### config.mk
export PLATFORM = sky130hd
export DESIGN_NAME = mlp_fc_layer_engine
export DESIGN_NICKNAME = d
export VERILOG_FILES = /design/src/rtl/mlp_pkg.sv /design/src/rtl/mlp_act_sat.sv /design/src/rtl/mlp_fc_layer_engine.sv
export SDC_FILE = /design/constraint.sdc
export NUM_CORES = 1
export LEC_CHECK = 0
export ABC_CLOCK_PERIOD_IN_PS = 6850
export BUFFER_PORTS_ARGS = -buffer_cell sky130_fd_sc_hd__buf_2
export CAP_MARGIN = 20
export CORE_ASPECT_RATIO = 2
export CORE_UTILIZATION = 50
export CTS_BUF_LIST = sky130_fd_sc_hd__clkbuf_4 sky130_fd_sc_hd__clkbuf_8 sky130_fd_sc_hd__clkbuf_16
export DETAILED_ROUTE_END_ITERATION = 10
export GPL_ROUTABILITY_DRIVEN = 0
export PLACE_DENSITY = 0.69
export SETUP_SLACK_MARGIN = 0.5
export SYNTH_ARGS = -nofsm -noshare
export SYNTH_HDL_FRONTEND = slang
export SYNTH_SLANG_ARGS = --single-unit
### constraint.sdc
create_clock -name clk -period 6.85 [get_ports clk]
set_input_delay 0.3425 -clock clk [delete_from_list [all_inputs] [get_ports clk]]
set_output_delay 0.3425 -clock clk [all_outputs]
set_load 0.01 [all_outputs]
### src/rtl/mlp_pkg.sv
`default_nettype none
// ============================================================================
// Module : mlp_pkg
// Brief  : FC layer engine state encoding, width helpers and saturation limits
// Rev    : 1.0
// ============================================================================
package mlp_pkg;

  typedef enum logic [2:0] {
    S_IDLE  = 3'd0,
    S_ERR   = 3'd1,
    S_BIAS  = 3'd2,
    S_MAC   = 3'd3,
    S_SCALE = 3'd4,
    S_EMIT  = 3'd5,
    S_DONE  = 3'd6
  } state_t;

  // Bits needed to hold a count in 0..n
  function automatic int cnt_w(input int n);
    return $clog2(n + 1);
  endfunction

  function automatic longint sat_max(input int w);
    return (64'sd1 <<< (w - 1)) - 64'sd1;
  endfunction

  function automatic longint sat_min(input int w);
    return -(64'sd1 <<< (w - 1));
  endfunction

endpackage
`default_nettype wire

### src/rtl/mlp_act_sat.sv
`default_nettype none
// ============================================================================
// Module : mlp_act_sat
// Brief  : Combinational rescale, optional round (MLP_ROUND_EN), ReLU/linear, saturate
// Rev    : 1.0
// ============================================================================
module mlp_act_sat
  import mlp_pkg::*;
#(
  parameter int MAC_WIDTH = 32,
  parameter int OUT_WIDTH = 16,
  parameter int FRAC_BITS = 8
) (
  input  logic signed [MAC_WIDTH-1:0] i_acc,
  input  logic                        i_relu,
  output logic signed [OUT_WIDTH-1:0] o_res
);

  // One guard bit keeps the rounding add from wrapping
  localparam int SW = MAC_WIDTH + 1;
  localparam logic signed [SW-1:0] c_OUT_MAX = SW'(sat_max(OUT_WIDTH));
  localparam logic signed [SW-1:0] c_OUT_MIN = SW'(sat_min(OUT_WIDTH));

  logic signed [SW-1:0] w_acc_ext;
  logic signed [SW-1:0] w_pre;
  logic signed [SW-1:0] w_s;

  assign w_acc_ext = {i_acc[MAC_WIDTH-1], i_acc};

`ifdef MLP_ROUND_EN
  localparam logic signed [SW-1:0] c_HALF = {{(SW-FRAC_BITS){1'b0}}, 1'b1, {(FRAC_BITS-1){1'b0}}};
  assign w_pre = w_acc_ext + c_HALF;
`else
  assign w_pre = w_acc_ext;
`endif

  assign w_s = w_pre >>> FRAC_BITS;

  always_comb begin
    o_res = w_s[OUT_WIDTH-1:0];
    if (i_relu && (w_s < 0)) begin
      o_res = '0;
    end else if (w_s > c_OUT_MAX) begin
      o_res = c_OUT_MAX[OUT_WIDTH-1:0];
    end else if (w_s < c_OUT_MIN) begin
      o_res = c_OUT_MIN[OUT_WIDTH-1:0];
    end
  end

endmodule
`default_nettype wire

### src/rtl/mlp_fc_layer_engine.sv
`default_nettype none
// ============================================================================
// Module : mlp_fc_layer_engine
// Brief  : Time-multiplexed single-MAC fully-connected layer; rounding via MLP_ROUND_EN
// Rev    : 1.0
// ============================================================================
module mlp_fc_layer_engine
  import mlp_pkg::*;
#(
  parameter int IN_WIDTH  = 16,
  parameter int WGT_WIDTH = 16,
  parameter int MAC_WIDTH = 32,
  parameter int OUT_WIDTH = 16,
  parameter int FRAC_BITS = 8,
  parameter int MAX_IN    = 8,
  parameter int MAX_NEUR  = 16
) (
  input  logic                            clk,
  input  logic                            rst,
  input  logic                            in_wr_en,
  input  logic signed [IN_WIDTH-1:0]      in_data,
  input  logic [$clog2(MAX_IN+1)-1:0]     cfg_n_in,
  input  logic [$clog2(MAX_NEUR+1)-1:0]   cfg_n_neur,
  input  logic                            cfg_relu,
  input  logic                            start,
  input  logic                            wgt_valid,
  input  logic signed [WGT_WIDTH-1:0]     wgt_data,
  output logic                            wgt_ready,
  output logic                            out_valid,
  output logic signed [OUT_WIDTH-1:0]     out_data,
  output logic [$clog2(MAX_NEUR)-1:0]     out_idx,
  input  logic                            out_ready,
  output logic                            busy,
  output logic                            done,
  output logic                            cfg_err
);

  localparam int c_NIN_W  = cnt_w(MAX_IN);
  localparam int c_NNEU_W = cnt_w(MAX_NEUR);
  localparam int c_IDX_W  = $clog2(MAX_NEUR);
  localparam int c_K_W    = $clog2(MAX_IN);
  localparam int c_PROD_W = IN_WIDTH + WGT_WIDTH;

  state_t                      r_state;
  logic signed [IN_WIDTH-1:0]  r_buf [MAX_IN];
  logic [c_NIN_W-1:0]          r_ptr;
  logic [c_NIN_W-1:0]          r_n_in;
  logic [c_NNEU_W-1:0]         r_n_neur;
  logic                        r_relu;
  logic [c_K_W-1:0]            r_k;
  logic [c_IDX_W-1:0]          r_idx;
  logic signed [MAC_WIDTH-1:0] r_acc;
  logic                        r_out_valid;
  logic signed [OUT_WIDTH-1:0] r_out_data;
  logic                        r_busy;
  logic                        r_done;
  logic                        r_cfg_err;

  logic                        w_buf_we;
  logic                        w_cfg_bad;
  logic                        w_last_k;
  logic                        w_last_neur;
  logic signed [c_PROD_W-1:0]  w_prod;
  logic signed [MAC_WIDTH-1:0] w_bias_sh;
  logic signed [OUT_WIDTH-1:0] w_act;

  assign w_buf_we    = in_wr_en && (r_state == S_IDLE) && (r_ptr != c_NIN_W'(MAX_IN));
  assign w_cfg_bad   = (cfg_n_in == '0) || (cfg_n_in > c_NIN_W'(MAX_IN)) ||
                       (cfg_n_neur == '0) || (cfg_n_neur > c_NNEU_W'(MAX_NEUR));
  assign w_last_k    = (r_k == c_K_W'(r_n_in - c_NIN_W'(1)));
  assign w_last_neur = (r_idx == c_IDX_W'(r_n_neur - c_NNEU_W'(1)));
  assign w_prod      = r_buf[r_k] * wgt_data;
  assign w_bias_sh   = MAC_WIDTH'(wgt_data) <<< FRAC_BITS;

  mlp_act_sat #(
    .MAC_WIDTH (MAC_WIDTH),
    .OUT_WIDTH (OUT_WIDTH),
    .FRAC_BITS (FRAC_BITS)
  ) u_act (
    .i_acc  (r_acc),
    .i_relu (r_relu),
    .o_res  (w_act)
  );

  // Buffer contents are don't-care after reset, so no reset term here
  always_ff @(posedge clk) begin
    if (w_buf_we) begin
      r_buf[r_ptr[c_K_W-1:0]] <= in_data;
    end
  end

  always_ff @(posedge clk) begin
    if (rst) begin
      r_state     <= S_IDLE;
      r_ptr       <= '0;
      r_n_in      <= '0;
      r_n_neur    <= '0;
      r_relu      <= 1'b0;
      r_k         <= '0;
      r_idx       <= '0;
      r_acc       <= '0;
      r_out_valid <= 1'b0;
      r_out_data  <= '0;
      r_busy      <= 1'b0;
      r_done      <= 1'b0;
      r_cfg_err   <= 1'b0;
    end else begin
      r_done    <= 1'b0;
      r_cfg_err <= 1'b0;
      case (r_state)
        S_IDLE: begin
          if (w_buf_we) r_ptr <= r_ptr + c_NIN_W'(1);
          if (start) begin
            r_n_in   <= cfg_n_in;
            r_n_neur <= cfg_n_neur;
            r_relu   <= cfg_relu;
            r_idx    <= '0;
            if (w_cfg_bad) begin
              r_state   <= S_ERR;
              r_done    <= 1'b1;
              r_cfg_err <= 1'b1;
            end else begin
              r_state <= S_BIAS;
              r_busy  <= 1'b1;
            end
          end
        end
        S_ERR: begin
          r_ptr   <= '0;
          r_state <= S_IDLE;
        end
        S_BIAS: begin
          if (wgt_valid) begin
            r_acc   <= w_bias_sh;
            r_k     <= '0;
            r_state <= S_MAC;
          end
        end
        S_MAC: begin
          if (wgt_valid) begin
            r_acc <= r_acc + MAC_WIDTH'(w_prod);
            if (w_last_k) r_state <= S_SCALE;
            else          r_k     <= r_k + c_K_W'(1);
          end
        end
        S_SCALE: begin
          r_out_data  <= w_act;
          r_out_valid <= 1'b1;
          r_state     <= S_EMIT;
        end
        S_EMIT: begin
          if (out_ready) begin
            r_out_valid <= 1'b0;
            if (w_last_neur) begin
              r_state <= S_DONE;
              r_done  <= 1'b1;
              r_busy  <= 1'b0;
            end else begin
              r_idx   <= r_idx + c_IDX_W'(1);
              r_state <= S_BIAS;
            end
          end
        end
        S_DONE: begin
          r_ptr   <= '0;
          r_state <= S_IDLE;
        end
        default: r_state <= S_IDLE;
      endcase
    end
  end

  assign wgt_ready = (r_state == S_BIAS) || (r_state == S_MAC);
  assign out_valid = r_out_valid;
  assign out_data  = r_out_data;
  assign out_idx   = r_idx;
  assign busy      = r_busy;
  assign done      = r_done;
  assign cfg_err   = r_cfg_err;

endmodule
`default_nettype wire

After elaboration in Yosys (flattened, before gate mapping):

Memories as Yosys holds them, arrays and structs flattened. A register that Yosys moved wholly into a read port is not among the register bits.
Cells that the tools add are included.

* $lt $le $gt $ge: 5
* reductions and logical operators: 24
* add/sub/neg operators: 6
* bitwise operators: 1
* mux-type cells: 40
* $mul: 1
* eq/ne operators: 19

Operators with widths (count)
* 32-bit two-way mux: 2
* 32-bit case mux with 2 select lines: 1
* 16-bit two-way mux: 3
* 3-bit two-way mux: 11
* 32-bit adder: 1
* 16-bit by 16-bit multiplier with 32-bit output: 1
* 24-bit by 16-bit > comparator with 1-bit output (second input constant): 1
* 24-bit by 1-bit < comparator with 1-bit output (second input constant): 1
* 24-bit by 16-bit < comparator with 1-bit output (second input constant): 1
* 2-bit != test (second input constant): 10
* 4-bit two-way mux: 4
* 4-bit case mux with 2 select lines: 2
* 3-bit case mux with 5 select lines: 1
* 1-bit two-way mux: 11
* 5-bit AND reduction: 2
* 3-bit == test (second input constant): 3
* 4-bit by 1-bit adder with 4-bit output (second input constant): 2
* 4-bit AND reduction: 2
* 2-bit nonzero test: 4
* 3-bit by 2-bit == test with 1-bit output (second input constant): 2
* 1-bit case mux with 2 select lines: 3
* 3-bit case mux with 2 select lines: 1
* 2-bit AND reduction: 3
* 5-bit > comparator (second input constant): 1
* 17 further kinds: 23

* output and inout port bits: 25
* memories: 1
* flip-flop bits (word level): 74
* bits in writable memories: 128

Memories
* r_buf: words 8, width 16, rd ports 1, clocked after memory_dff 1, wr ports 1, RTL line mlp_fc_layer_engine.sv:45 `logic signed [IN_WIDTH-1:0] r_buf [MAX_IN];`

Longest topological paths before layout:

* depth in word-level cells: 7
* depth in mapped cells: 28
* mapped depth without buffers: 25

Hierarchy:

Synthesis repeated with hierarchy kept, for this count alone.

* cells, all modules: 1804
* area, all modules: 19283.5 sq um

By module, submodules not included
* mlp_fc_layer_engine: instances 1, area each 18948.2 sq um, cells an instance 1763, seq. area each 5385.2 sq um
* mlp_act_sat: instances 1, area each 335.3 sq um, cells an instance 41, seq. area each 0.0 sq um

Worst setup path before layout:

OpenSTA, ideal clock, no wires.

* path kind: register -> register
* start: register (tool-made name)
* end: register r_acc[30]
* stages on the path, launching flop included: 26
* setup slack: -0.129 ns
* setup time: 0.123 ns
* required time: 6.727 ns
* buffers on the path: 3
* data arrival time: 6.857 ns
* cells stage by stage: dfxtp_1 > buf_2 > buf_2 > mux4_2 > mux2_2 > clkbuf_1 > nand2_1 > fa_1 > fa_1 > fa_1 > fa_1 > inv_1 > fa_1 > inv_1 > fa_1 > inv_1 > ha_1 > a21oi_1 > o211ai_2 > a2111oi_2 > o21ai_2 > a41oi_2 > o21ai_2 > a31oi_1 > xor2_1 > o22ai_1

RTL lines
* end signal, assigned: RTL line mlp_fc_layer_engine.sv:134 `r_acc <= w_bias_sh;`
* end signal, assigned: RTL line mlp_fc_layer_engine.sv:141 `r_acc <= r_acc + MAC_WIDTH'(w_prod);`
* end, declared: RTL line mlp_fc_layer_engine.sv:52 `logic signed [MAC_WIDTH-1:0] r_acc;`

==> results.md <==
• **worst stage delay on the critical path** 0.57 ns
• **unique cell type count in the Yosys netlist** 62
• **iteration-0 DRC count of the detailed router** 784
• **synthesized-area fraction occupied by xor and xnor cells** 2.63%
• **maximum number of pins on one net before global-route repair** 72
• **area of the core region** 0.0373 mm²
• **most instantiated library cell after synthesis** inv_1
• **setup slack after placement** -0.122 ns
• **wirelength, routed** 53.9 mm
• **slowest stage cell on the critical path** fa_2
• **Min-Delay Endpoint** r_n_neur[3]
• **share of async-settable or async-resettable flops after synthesis** 0%
• **CP startpoint kind** flop
• **fmax** 145 MHz
• **vias in the first global route** 15,200
• **post-route antenna net violation count** 0
• **outcome** finished, violations left
• **leading post-synthesis cells by instance count** 353 x inv_1, 292 x fa_1, 177 x nand2_1, 128 x edfxtp_1, 104 x ha_1
• **routed via count** 13,500
• **DR WL/cell** 22.4 µm
• **met3 Track Usage GR** 3.30%
• **kind of critical path** flop to flop
• **cts bufs inserted** 18
• **complex-gate fraction of the synthesized area** 5.85%
• **H-tree Lvls** 1
• **Layout Utilization** 59.2%
• **number of flops mapped to enable cells by yosys** 128
• **sequential element share of the synthesized area** 28.4%
• **Die Y** 277 µm
• **r2r setup slk** -0.02 ns
• **Worst Slack Setup Final** -0.0237 ns
• **count of unresolved DRC violations after routing** 0
• **Die X-Extent** 140 µm
• **first-pass GRT wire length** 82.4 mm
• **floorplan row count** 100
• **fill cell total of the finished layout** 3,012
• **number of buffers inserted by hold repair at cts** 0
• **post-DP HPWL** 42.6 mm
• **path class of the lowest-slack min-delay path** input pin to flop
• **count of warnings emitted by yosys** 0
• **# IOs** 73
• **gate count after technology mapping** 1,770
• **endpoint kind of the worst setup timing path** flop
• **share of the synthesized area in the top cell type** 30.8%
• **clock transition at the registers of the reported paths** 0.08 ns
• **root buf cell** clkbuf_16
• **Synth Area per Inst** 10.7 µm²
• **arithmetic-cell share of the synthesized area counting full adders, half adders and majority gates** 37.7%
• **post-route clock period utilization** 100%
• **Slew @ Worst Pin** 0.817 ns
• **unrepaired setup endpoints after global routing** true
• **number of clock sinks seen by CTS** 205
• **Finished Cell Area** 0.0221 mm²
• **setup skew after layout** 0.0438 ns
• **Req. time, crit path** 7.30 ns
• **Synth Register Bits** 205
• **depth of the worst register-to-register path** 28
• **initial cell density of the core** 50.9%
• **clock period minus worst slack** 6.87 ns
• **cell area after placement** 0.0206 mm²
• **Area Overhead vs Synth** 16.4%
• **Post-synth top flop** edfxtp_1
• **cell type with the highest occurrence count on the critical path** fa_1
• **Total Neg Setup Slack** -0.0422 ns
• **initial antenna violation count** 3
• **number of cells on the worst hold path** 3
• **full die area** 0.0388 mm²
• **first-pass detailed-route iteration total** 5
• **number of vias per cell** 5.62
• **biggest area consumer among synthesized cells** fa_1
• **relative slew slack** 45.6%
• **maximum fanout along the worst path** 5
• **launch point of the worst hold path** cfg_n_neur[3]
• **overflow left after global routing** 0
• **met1 track demand over resource** 27.2%
• **later-pin clock latency in the skew report** 0.53 ns
• **simple-gate portion of the synthesized area** 11.5%
• **final count of negative-setup-slack endpoints** 2
• **number of violations of the max-capacitance limit** 0
• **post-synthesis instance area** 0.0190 mm²
• **multiplexer share of the synthesized area** 5.42%
• **largest cells by area after synthesis** fa_1 31%, edfxtp_1 20%, dfxtp_1 8.1%
• **clock tree from TritonCTS** yes
• **layer with the highest usage after global routing** met2
• **count of endpoints failing hold in the final timing report** 0
• **violated checks** setup timing
• **Final Max Slew Viols** 0
• **post-synthesis net count** 2,214
• **CP Data Arrival Time** 7.33 ns
• **layout cells sized above 1** 22.0%
• **GR Layer Usage met2** 54.3%
• **maximum number of buffers from clock root to sink** 3
• **NumNets Final** 2,376
• **combinational family with the most area after synthesis** adder cells
• **IO Port Bufs** 72
• **reg-to-reg critical path endpoint** r_acc[25]
• **All-Layer GR Usage** 28.8%
==> placed cells by master, fill, tap and decap left out, types with 5 or more instances in the layout <==
| cell type | count |
|---|---|
| a211oi_1 | 12 |
| a211oi_2 | 5 |
| a21o_1 | 10 |
| a21oi_1 | 60 |
| a21oi_2 | 8 |
| and2_1 | 80 |
| and2_4 | 13 |
| buf_12 | 10 |
| buf_2 | 72 |
| buf_4 | 110 |
| buf_6 | 16 |
| clkbuf_16 | 19 |
| clkinv_2 | 5 |
| dfxtp_1 | 75 |
| edfxtp_1 | 128 |
| fa_1 | 271 |
| fa_2 | 21 |
| ha_1 | 84 |
| ha_4 | 16 |
| inv_1 | 329 |
| inv_2 | 24 |
| mux2_4 | 13 |
| mux2i_1 | 12 |
| mux4_2 | 32 |
| nand2_1 | 174 |
| nand2b_1 | 18 |
| nand3_1 | 12 |
| nand4_1 | 9 |
| nor2_1 | 75 |
| nor2b_1 | 34 |
| nor3_1 | 16 |
| nor4_1 | 6 |
| o21ai_0 | 24 |
| o21ai_1 | 6 |
| o21ai_2 | 6 |
| xnor2_1 | 34 |
| xnor2_2 | 5 |
| xor2_1 | 17 |
==> registers in the layout (all words and copies together) (netlist names), named ones only <==
signal and count:
r_relu 1, busy 1, cfg_err 1, out_idx 4, out_valid 1, out_data 16
done 1, r_n_in 3, r_n_neur 4, r_ptr 4, r_state 3, r_acc 32
r_k 3, r_buf 128
==> per-layer routing <==
layer / wire length [µm] / vias to the layer above
li1: - / 5908
met2: 29800 / 510
met1: 16500 / 6813
met4: 5570 / 0
met3: 2020 / 278
met5: 0 / -
==> worst max-delay path: cells and delay by family, from the launching register on <==
family | cells | cell delay (ns)
fa+ha+maj | 7 | 3.29
compound gates | 5 | 0.90
buf+inv | 10 | 0.88
mux | 2 | 0.85
simple gates | 3 | 0.43
flops | 1 | 0.37
xor+xnor | 1 | 0.14
==> worst max-delay path by stage <==
stage	startpoint	to	cells after the start
finish	flop	r_acc[25]	28
CTS	flop	r_acc[29]	24
floorplan	flop	r_acc[31]	27
global placement	flop	r_acc[30]	24
global route	flop	r_acc[25]	28
detailed placement	flop	r_acc[30]	25
==> cell families (layout without fill, tap and decap cells) <==
logic type               after synthesis  count (layout)
adder cells (fa/ha/maj)              396             396
flip-flops                           205             205
buffers and inverters                424             598
XOR/XNOR                              57              57
AND/OR/NAND/NOR                      456             456
AO/OA/AOI/OAI                        171             171
multiplexers                          61              61
other                                  0               1
==> stage by stage <==
stage	cells	hold slack, ns
floorplan	1770	0.436
global placement	2327	0.439
detailed placement	2327	0.442
CTS	2386	0.0608
global route	2404	0.0698
finish	2404	0.0703
==> final cells by class <==
type	count	area (µm²)	area share, %
inverters	354	1330	6.02
repair buffers	212	1630	7.37
clock inverters	11	98.8	0.448
flip-flops and latches	205	5390	24.4
diodes	1	2.50	0.0113
multi-input cells	1141	12600	57.0
well taps	459	574	2.60
clock buffers	21	473	2.14
==> what timing repair did <==
action,in CTS,in global routing
setup buffers,27,14
pin swaps,70,63
resized for setup,77,72
setup endpoints to repair,22,22
gates cloned,0,1
Power is not shown: default switching activity piles up to over one toggle a cycle in this logic, so the estimate is an artifact.
